<file path="src/rtl/router_fifo_pkt.sv">
// Packet-aware router output FIFO: tagged storage, registered read (latency 1), packet delimiting.
// Optional trailing parity check enabled by ROUTER_FIFO_PARITY_CHK_EN.
module router_fifo_pkt #(
  parameter int DATA_WIDTH = 8,
  parameter int DEPTH      = 16,
  parameter int AF_MARGIN  = 2,
  localparam int CW        = $clog2(DEPTH + 1)
) (
  input  logic                  clk,
  input  logic                  resetn,
  input  logic                  soft_reset,
  input  logic                  write_enb,
  input  logic                  read_enb,
  input  logic                  lfd_state,
  input  logic [DATA_WIDTH-1:0] data_in,
  output logic [DATA_WIDTH-1:0] data_out,
  output logic                  out_valid,
  output logic                  full,
  output logic                  empty,
  output logic                  almost_full,
  output logic [CW-1:0]         count,
  output logic [CW-1:0]         pkt_count,
  output logic                  pkt_done,
  output logic                  err
);

  localparam int AW = $clog2(DEPTH);
  localparam int BW = DATA_WIDTH - 1;
  localparam logic [CW-1:0] FULL_LVL = CW'(DEPTH);
  localparam logic [CW-1:0] AF_LVL   = CW'(DEPTH - AF_MARGIN);

  logic [DATA_WIDTH:0]   mem [DEPTH];
  logic [AW-1:0]         wr_ptr;
  logic [AW-1:0]         rd_ptr;
  logic [BW-1:0]         byte_cnt;
  logic                  wr_ok;
  logic                  rd_ok;
  logic [DATA_WIDTH:0]   rd_word;
  logic                  rd_tag;
  logic [DATA_WIDTH-1:0] rd_dat;
  logic [BW-1:0]         hdr_len;
  logic [CW-1:0]         count_nxt;
  logic [CW-1:0]         pkt_nxt;

  // Acceptance is judged on the registered flags, so a full FIFO ignores writes even with a concurrent read.
  assign wr_ok   = write_enb && !full;
  assign rd_ok   = read_enb && !empty;
  assign rd_word = mem[rd_ptr];
  assign rd_tag  = rd_word[DATA_WIDTH];
  assign rd_dat  = rd_word[DATA_WIDTH-1:0];
  assign hdr_len = {1'b0, rd_dat[DATA_WIDTH-1:2]} + BW'(1);

  always_comb begin
    count_nxt = count;
    pkt_nxt   = pkt_count;
    if (wr_ok && !rd_ok) count_nxt = count + CW'(1);
    if (rd_ok && !wr_ok) count_nxt = count - CW'(1);
    if ((wr_ok && lfd_state) && !(rd_ok && rd_tag)) pkt_nxt = pkt_count + CW'(1);
    if ((rd_ok && rd_tag) && !(wr_ok && lfd_state)) pkt_nxt = pkt_count - CW'(1);
  end

  always_ff @(posedge clk) begin
    if (wr_ok && !soft_reset) mem[wr_ptr] <= {lfd_state, data_in};
  end

  always_ff @(posedge clk or negedge resetn) begin
    if (!resetn) begin
      wr_ptr      <= '0;
      rd_ptr      <= '0;
      count       <= '0;
      pkt_count   <= '0;
      full        <= 1'b0;
      empty       <= 1'b1;
      almost_full <= 1'b0;
      byte_cnt    <= '0;
      data_out    <= '0;
      out_valid   <= 1'b0;
      pkt_done    <= 1'b0;
    end else if (soft_reset) begin
      wr_ptr      <= '0;
      rd_ptr      <= '0;
      count       <= '0;
      pkt_count   <= '0;
      full        <= 1'b0;
      empty       <= 1'b1;
      almost_full <= 1'b0;
      byte_cnt    <= '0;
      data_out    <= '0;
      out_valid   <= 1'b0;
      pkt_done    <= 1'b0;
    end else begin
      count       <= count_nxt;
      pkt_count   <= pkt_nxt;
      full        <= (count_nxt == FULL_LVL);
      empty       <= (count_nxt == '0);
      almost_full <= (count_nxt >= AF_LVL);
      out_valid   <= rd_ok;
      pkt_done    <= 1'b0;
      if (wr_ok) wr_ptr <= wr_ptr + AW'(1);
      if (rd_ok) begin
        rd_ptr   <= rd_ptr + AW'(1);
        data_out <= rd_dat;
        // A header always restarts delimiting, silently abandoning any truncated packet.
        if (rd_tag) begin
          byte_cnt <= hdr_len;
        end else if (byte_cnt != '0) begin
          byte_cnt <= byte_cnt - BW'(1);
          pkt_done <= (byte_cnt == BW'(1));
        end
      end
    end
  end

`ifdef ROUTER_FIFO_PARITY_CHK_EN
  logic [DATA_WIDTH-1:0] acc;

  // Parity word is expected to equal header XOR all payload words.
  always_ff @(posedge clk or negedge resetn) begin
    if (!resetn) begin
      acc <= '0;
      err <= 1'b0;
    end else if (soft_reset) begin
      acc <= '0;
      err <= 1'b0;
    end else begin
      err <= 1'b0;
      if (rd_ok) begin
        if (rd_tag) begin
          acc <= rd_dat;
        end else if (byte_cnt == BW'(1)) begin
          err <= (rd_dat != acc);
        end else if (byte_cnt != '0) begin
          acc <= acc ^ rd_dat;
        end
      end
    end
  end
`else
  assign err = 1'b0;
`endif

endmodule

</file>
<file path="config.mk">
export PLATFORM = sky130hd
export DESIGN_NAME = router_fifo_pkt
export DESIGN_NICKNAME = d
export VERILOG_FILES = /design/src/rtl/router_fifo_pkt.sv
export SDC_FILE = /design/constraint.sdc
export NUM_CORES = 1
export LEC_CHECK = 0
export CORE_UTILIZATION = 65
export CTS_BUF_LIST = sky130_fd_sc_hd__clkbuf_4
export CTS_CLUSTER_DIAMETER = 100
export DETAILED_ROUTE_END_ITERATION = 8
export GPL_TIMING_DRIVEN = 0
export PLACE_DENSITY_LB_ADDON = 0.1
export SETUP_SLACK_MARGIN = 0.05
export SLEW_MARGIN = 20
export SYNTH_ARGS = -nofsm -noshare
export SYNTH_HDL_FRONTEND = slang
export SYNTH_SLANG_ARGS = --single-unit
export TNS_END_PERCENT = 5
</file>
<file path="constraint.sdc">
create_clock -name clk -period 7.3 [get_ports clk]
set_input_delay 1.46 -clock clk [delete_from_list [all_inputs] [get_ports clk]]
set_output_delay 1.46 -clock clk [all_outputs]
set_load 0.01 [all_outputs]
</file>
==> results of run 1 <==
-- cells by family (layout without fill, tap and decap cells) --
kind of cell | count (synthesis) | after routing | share of synthesized area
compound gates | 67 | 67 | 0.0586
xor+xnor | 13 | 13 | 0.0147
fa+ha+maj | 13 | 13 | 0.0209
buf+inv | 36 | 104 | 0.0206
flops | 182 | 182 | 0.679
mux | 42 | 42 | 0.121
other cells | 1 | 1 | 0.000483
simple gates | 144 | 144 | 0.0844
-- layout by cell type, fill, tap and decap left out, drive strengths merged, types with 2 or more instances in the layout --
cell,count
mux4,39
and2,3
nor2,46
o2bb2ai,2
ha,13
mux2,2
edfxtp,144
inv,17
nand3,10
buf,12
or3,5
dfrtp,37
nand4,5
nor3,11
o21ai,11
nor2b,6
nand2b,4
a22oi,10
clkdlybuf4s50,34
a211oi,5
bufinv,5
and3,3
o21a,2
nand2,46
clkinv,5
a31oi,4
xor2,6
o32ai,4
xnor2,7
clkbuf,30
nor4,2
a21oi,16
-- report_power, final --
part	internal, mW	switching [mW]
clock network	0.309	0.349
registers	1.16	0.0392
logic	0.218	0.265
total	1.69	0.653
-- flip-flops by register name, summed over array words and instances, names as in the netlist --
name / cells
out_valid: 1
almost_full: 1
empty: 1
pkt_done: 1
full: 1
byte_cnt: 7
count: 5
rd_ptr: 4
data_out: 8
mem: 144
wr_ptr: 4
pkt_count: 5
-- critical path, delay by kind of cell --
family | cells | cell delay, ns
compound gates | 5 | 0.90
fa+ha+maj | 1 | 0.37
buf+inv | 2 | 0.96
simple gates | 2 | 0.43
-- path summary, 6_finish.rpt --
kind / startpoint / end / slack (ns) / cells after the start
worst max-delay path: lfd_state / pkt_count[3] / 3.67 / 10
worst min register to register: data_out[1] / data_out[1] / 0.54 / 2
worst min-delay path: data_out[1] / data_out[1] / 0.54 / 2
min in group asynchronous: resetn / almost_full / 0.73 / 1
max in group asynchronous: resetn / empty / 6.07 / 2
worst max register to register: rd_ptr[1] / pkt_count[3] / 3.84 / 11
-- through the flow --
| stage | utilization | total power [mW] | hold slack [ns] | std cells |
|---|---|---|---|---|
| CTS | 0.753 | 2.34 | 0.537 | 709 |
| global route | 0.754 | 2.43 | 0.557 | 709 |
| global placement | 0.721 | 1.67 | 0.518 | 676 |
| finish | 0.754 | 2.34 | 0.538 | 709 |
| floorplan | - | 1.54 | 0.506 | 498 |
| detailed placement | 0.723 | 1.70 | 0.518 | 677 |
-- layout make-up --
class / count / area [sq um]
plain buffers: 23 / 111
clock buffers: 17 / 128
clock inverters: 15 / 224
flip-flops and latches: 182 / 5280
multi-input cells: 280 / 2350
repair buffers: 36 / 365
well taps: 143 / 179
inverters: 13 / 48.8
fillers: 732 / 2830
-- metal layers --
metal / global-route usage / wire [um] / vias up / share of wire
li1: - / - / 2041 / -
met1: 0.365 / 6380 / 2388 / 0.38
met2: 0.486 / 8610 / 250 / 0.51
met3: 0.0651 / 1210 / 53 / 0.071
met4: 0.167 / 795 / 0 / 0.047
met5: 0 / 0 / - / 0
==> metrics.md, run 1 <==
| Metric | Value |
|---|---|
| Share of the synthesized area in the top cell type | 0.557 |
| CP Cell Sequence | clkdlybuf4s50_1 > nand2_1 > o2111ai_1 > inv_1 > ha_1 > nand4_1 > o21ai_0 > o21ai_0 > a21oi_1 > a211oi_1 |
| Crit path capture type | flop |
| Hold crit path type | flop to flop |
| Final instance area | 8680 sq um |
| CTS resizes | 0 |
| Num CTS Buffers | 17 |
| Yosys reg bits | 182 |
| Routed Antenna Nets | 0 |
| Pin count of the biggest net entering global routing | 29 |
| Worst slew margin | 0.202 |
| Die X | 111 um |
| Synthesized area per cell | 15.6 sq um |
| DRC | 18 |
| Critical path type | primary input to flop |
| Share of cells above drive strength 1 | 0.150 |
| Crit path max-delay cell type | clkdlybuf4s50_1 |
| Initial Utilization | 0.675 |
| CP arrival | 4.12 ns |
| Async SR Flop Fraction | 0.209 |
| Initial DRC Count | 682 |
| CTS max path bufs | 2 |
| RSZ-0062 raised after global routing | no |
| GP Congestion | 0.850 |
| H-tree levels | 4 |
| Clock transition at path regs | 0.15 ns |
| Tot GR Track Use | 0.295 |
| EDFF count, synth | 144 |
| Setup-failing EPs final | 0 |
| Final #Nets | 580 |
| Crit-path max FO | 18 |
| Clock skew | 0.0252 ns |
| Peak supply drop | 221 uV |
| Total setup buffers inserted after CTS | 0 |
| PwrDens | 269 nW/um^2 |
| CP Launch Type | primary input |
| Clk root buf | clkbuf_4 |
| Initial antenna violation count | 0 |
| Distinct cells, synth | 54 |
| Std cell rows | 39 |
| IO Port Bufs | 35 |
| Vias in the first global route | 4713 |
| Mapped Nets | 525 |
| Full die area | 12400 sq um |
| Final worst slack | 3.67 ns |
| Die span in y | 111 um |
| P_leak | 2.96 nW |
| Clock Sinks | 182 |
| Vias/cell | 6.67 |
| N_diodes | 0 |
| Top-count cell post-synth | edfxtp_1 |
| CTS tree | yes |
| Area delta synth->final | 11.8% |
| Gr ovfl total | 0 |
| First-pass GRT wire length | 26100 um |
| Synth warnings | 0 |
| Instance count of the mapped netlist | 498 |
| Max-Cap Viols | 0 |
| Worst Path Required | 7.78 ns |
| DR pass1 iterations | 8 |
| Fin. max-slew vios | 0 |
| Cts hold-fix bufs | 0 |
| Place WS | 3.13 ns |
| Fmax | 275 MHz |
| Period utilization | 0.498 |
| # IOs | 38 |
| Most used cell along the critical path | o21ai_0 |
| Setup TNS | 0 ns |
| Post-layout minimum cycle time | 3.63 ns |
| Status | finished with violations |
| Synth top cells by count | edfxtp_1, nand2_1, nor2_1 |
| Seq/Total Area, Yosys | 0.679 |
| Placed cell areas | 8330 sq um |
| Measured slew at the worst slew-check pin | 1.19 ns |
| DRT Wirelength | 17000 um |
| Mapped Area | 7770 sq um |
| Prevailing post-synth register cell | edfxtp_1 |
| Routed vias | 4732 |
| Largest area contributor in the netlist | edfxtp_1 |
| Hpwl dp | 10800 um |
| Main area contributors after synthesis | edfxtp_1, dfrtp_1, mux4_2, mux4_1, nand2_1 |
| Placeable Area | 11500 sq um |
| Crit-path max cell delay | 0.85 ns |
| Wire length per cell | 24.0 um |
| Clk_lat worst skew | 0.58 ns |
| Fin. Hold Viols | 0 |
| Failing checks | DRC |
Note: power is estimated with default switching activity, not from simulation.
==> run 2, diff against run 1 <==
- CORE_UTILIZATION: 65 -> 56
- clock period: 7.3 -> 3 ns (I/O delays scaled with it)
==> run 2 against run 1 <==
  * The run now ends clean
  * Power up 140%
  * Via count down 4.8%
  * Combinational power up 140%
  * Die area up 16%
==> metrics.md, run 2 (synthesized netlist as in run 1, its figures left out) <==
| Metric | Value |
|---|---|
| Crit. Startpoint | rd_ptr[1] (was lfd_state) |
| CTS max path bufs | 2 (unchanged) |
| CP Cell Sequence | clkbuf_4 > mux4_2 > o22a_1 > o2111ai_4 > inv_1 > ha_1 > inv_1 > nor2_1 > nor3_1 > o21a_1 > nor3_1 (was clkdlybuf4s50_1 > nand2_1 > o2111ai_1 > inv_1 > ha_1 > nand4_1 > o21ai_0 > o21ai_0 > a21oi_1 > a211oi_1) |
| Layout fillers | 975 (was 732) |
| Max-Cap Viols | 0 (unchanged) |
| GP Congestion | 0.848 (was 0.850) |
| Setup crit end | pkt_count[4] (was pkt_count[3]) |
| Setup TNS | 0 ns (unchanged) |
| Tot GR Track Use | 0.244 (was 0.295) |
| Hpwl dp | 10400 um (was 10800 um) |
| Routed vias | 4505 (was 4732) |
| H-tree levels | 4 (unchanged) |
| Share of cells above drive strength 1 | 0.171 (was 0.150) |
| Status | complete, no violations (was finished with violations) |
| RR Startpoint | rd_ptr[1] (unchanged) |
| # IOs | 38 (unchanged) |
| Register-to-register setup slack | 0.19 ns (was 3.84 ns) |
| P_leak | 2.96 nW (about the same) |
| Peak supply drop | 456 uV (was 221 uV) |
| PwrDens | 629 nW/um^2 (was 269 nW/um^2) |
| Clock transition at path regs | 0.14 ns (was 0.15 ns) |
| Clk root buf | clkbuf_4 (unchanged) |
| Initial antenna violation count | 0 (unchanged) |
| CP Launch Type | flop (was primary input) |
| Crit path max-delay cell type | mux4_2 (was clkdlybuf4s50_1) |
| IO Port Bufs | 35 (unchanged) |
| First-pass GRT wire length | 25300 um (was 26100 um) |
| Total chip power | 5.50 mW (was 2.34 mW) |
| Crit path depth | 11 (was 10) |
| Critical path type | flop to flop (was primary input to flop) |
| R2R Path End | pkt_count[4] (was pkt_count[3]) |
| Vias in the first global route | 4511 (was 4713) |
| Clock Sinks | 182 (unchanged) |
| Gr ovfl total | 0 (unchanged) |
| Wire length per cell | 21.7 um (was 24.0 um) |
| Final instance area | 8740 sq um (was 8680 sq um) |
| Setup-failing EPs final | 0 (unchanged) |
| RSZ-0062 raised after global routing | yes (was no) |
| Largest delay share family, worst path | compound AO/OA/AOI/OAI gates (was buffers and inverters) |
| Initial Utilization | 0.580 (was 0.675) |
| DR pass1 iterations | 5 (was 8) |
| Max reg flops | 144 (unchanged) |
| Crit-path max cell delay | 0.52 ns (was 0.85 ns) |
| N_diodes | 0 (unchanged) |
| DRC | 0 (was 18) |
| Placeable Area | 13400 sq um (was 11500 sq um) |
| Placed cell areas | 8370 sq um (was 8330 sq um) |
| CTS tree | yes (unchanged) |
| Area delta synth->final | 12.5% (was 11.8%) |
| Crit path capture type | flop (unchanged) |
| Fin. Hold Viols | 0 (unchanged) |
| Initial DRC Count | 439 (was 682) |
| Worst Path Required | 3.48 ns (was 7.78 ns) |
| Full die area | 14300 sq um (was 12400 sq um) |
| Std cell rows | 42 (was 39) |
| Fmax | 356 MHz |
| Clk_lat worst skew | 0.57 ns (was 0.58 ns) |
| Pin count of the biggest net entering global routing | 32 (was 29) |
| Measured slew at the worst slew-check pin | 1.11 ns (was 1.19 ns) |
| Die span in y | 120 um (was 111 um) |
| Worst slew margin | 0.256 (was 0.202) |
| Routed Antenna Nets | 0 (unchanged) |
| Post-layout minimum cycle time | 2.81 ns |
| Commonest non-fill, non-tap cells in the layout | edfxtp_1, nand2_1, dfrtp_1 (was edfxtp_1, nand2_1, nor2_1) |
| Fin. max-slew vios | 0 (unchanged) |
| CP arrival | 3.29 ns (was 4.12 ns) |
| Num CTS Buffers | 17 (unchanged) |
| DRT Wirelength | 16100 um (was 17000 um) |
| R2R cell count | 11 (unchanged) |
| Crit-path max FO | 10 (was 18) |
| Buf/Inv on CP | 3 (was 2) |
| Clock skew | 0.0193 ns (was 0.0252 ns) |
| Hold crit path type | primary input to asynchronous set/reset pin (was flop to flop) |
| Fin cells | 743 (was 709) |
| Period utilization | 0.937 |
| Final #Nets | 581 (was 580) |
| Vias/cell | 6.06 (was 6.67) |
| Most flops, register | mem (unchanged) |
| Die X | 120 um (was 111 um) |
| Placed cell count | 710 (was 677) |
| Leading cell type in the layout, fill and taps excluded | edfxtp_1 (unchanged) |
| Biggest regs | mem: 144 flops, data_out: 8 flops, byte_cnt: 7 flops (unchanged) |
-- run 2: layout make-up --
| class | count | area [sq um] | area share |
|---|---|---|---|
| plain buffers | 23 | 125 | 0.0143 |
| repair buffers | 37 | 375 | 0.0429 |
| well taps | 176 | 220 | 0.0252 |
| inverters | 13 | 48.8 | 0.00558 |
| clock buffers | 18 | 135 | 0.0155 |
| clock inverters | 14 | 170 | 0.0195 |
| multi-input cells | 280 | 2390 | 0.273 |
| flip-flops and latches | 182 | 5280 | 0.604 |
-- run 2: per-layer routing --
layer  track usage  up-vias  wire (um)
met4        0.0828        0        273
met5             0        -          0
met3        0.0532       22        894
met1         0.329     2287       6930
met2         0.397      156       8010
li1              -     2040          -
-- run 2: per-stage QoR --
step                setup WS, ns  hold slack, ns  utilization
floorplan                  0.303           0.304            -
global placement          -0.254           0.514        0.622
detailed placement        -0.351           0.468        0.625
CTS                       0.0177           0.379        0.649
global route             -0.0460           0.383        0.652
finish                     0.189           0.402        0.652
-- run 2: report_power, final --
| part | switching, mW | internal [mW] | total, mW |
|---|---|---|---|
| Sequential | 0.0934 | 2.82 | 2.92 |
| Combinational | 0.633 | 0.536 | 1.17 |
| Clock | 0.883 | 0.532 | 1.41 |
| Total | 1.61 | 3.89 | 5.50 |
-- run 2: timing repair --
action	4_1_cts	5_1_grt
hold buffers	1	0
hold endpoints to repair	7	0
buffers inserted	0	0
gates resized for setup	4	10
endpoints found under the setup margin	8	7
-- run 2: worst min path at each step --
stage,slack (ns),endpoint,depth (start not counted),startpoint
final,0.40,count[4],2,resetn
after global routing,0.38,count[4],2,resetn
after CTS,0.38,count[4],2,resetn
after detailed placement,0.47,count[4],1,resetn
after global placement,0.51,data_out[7],2,data_out[7]
after floorplan,0.30,almost_full,0,resetn
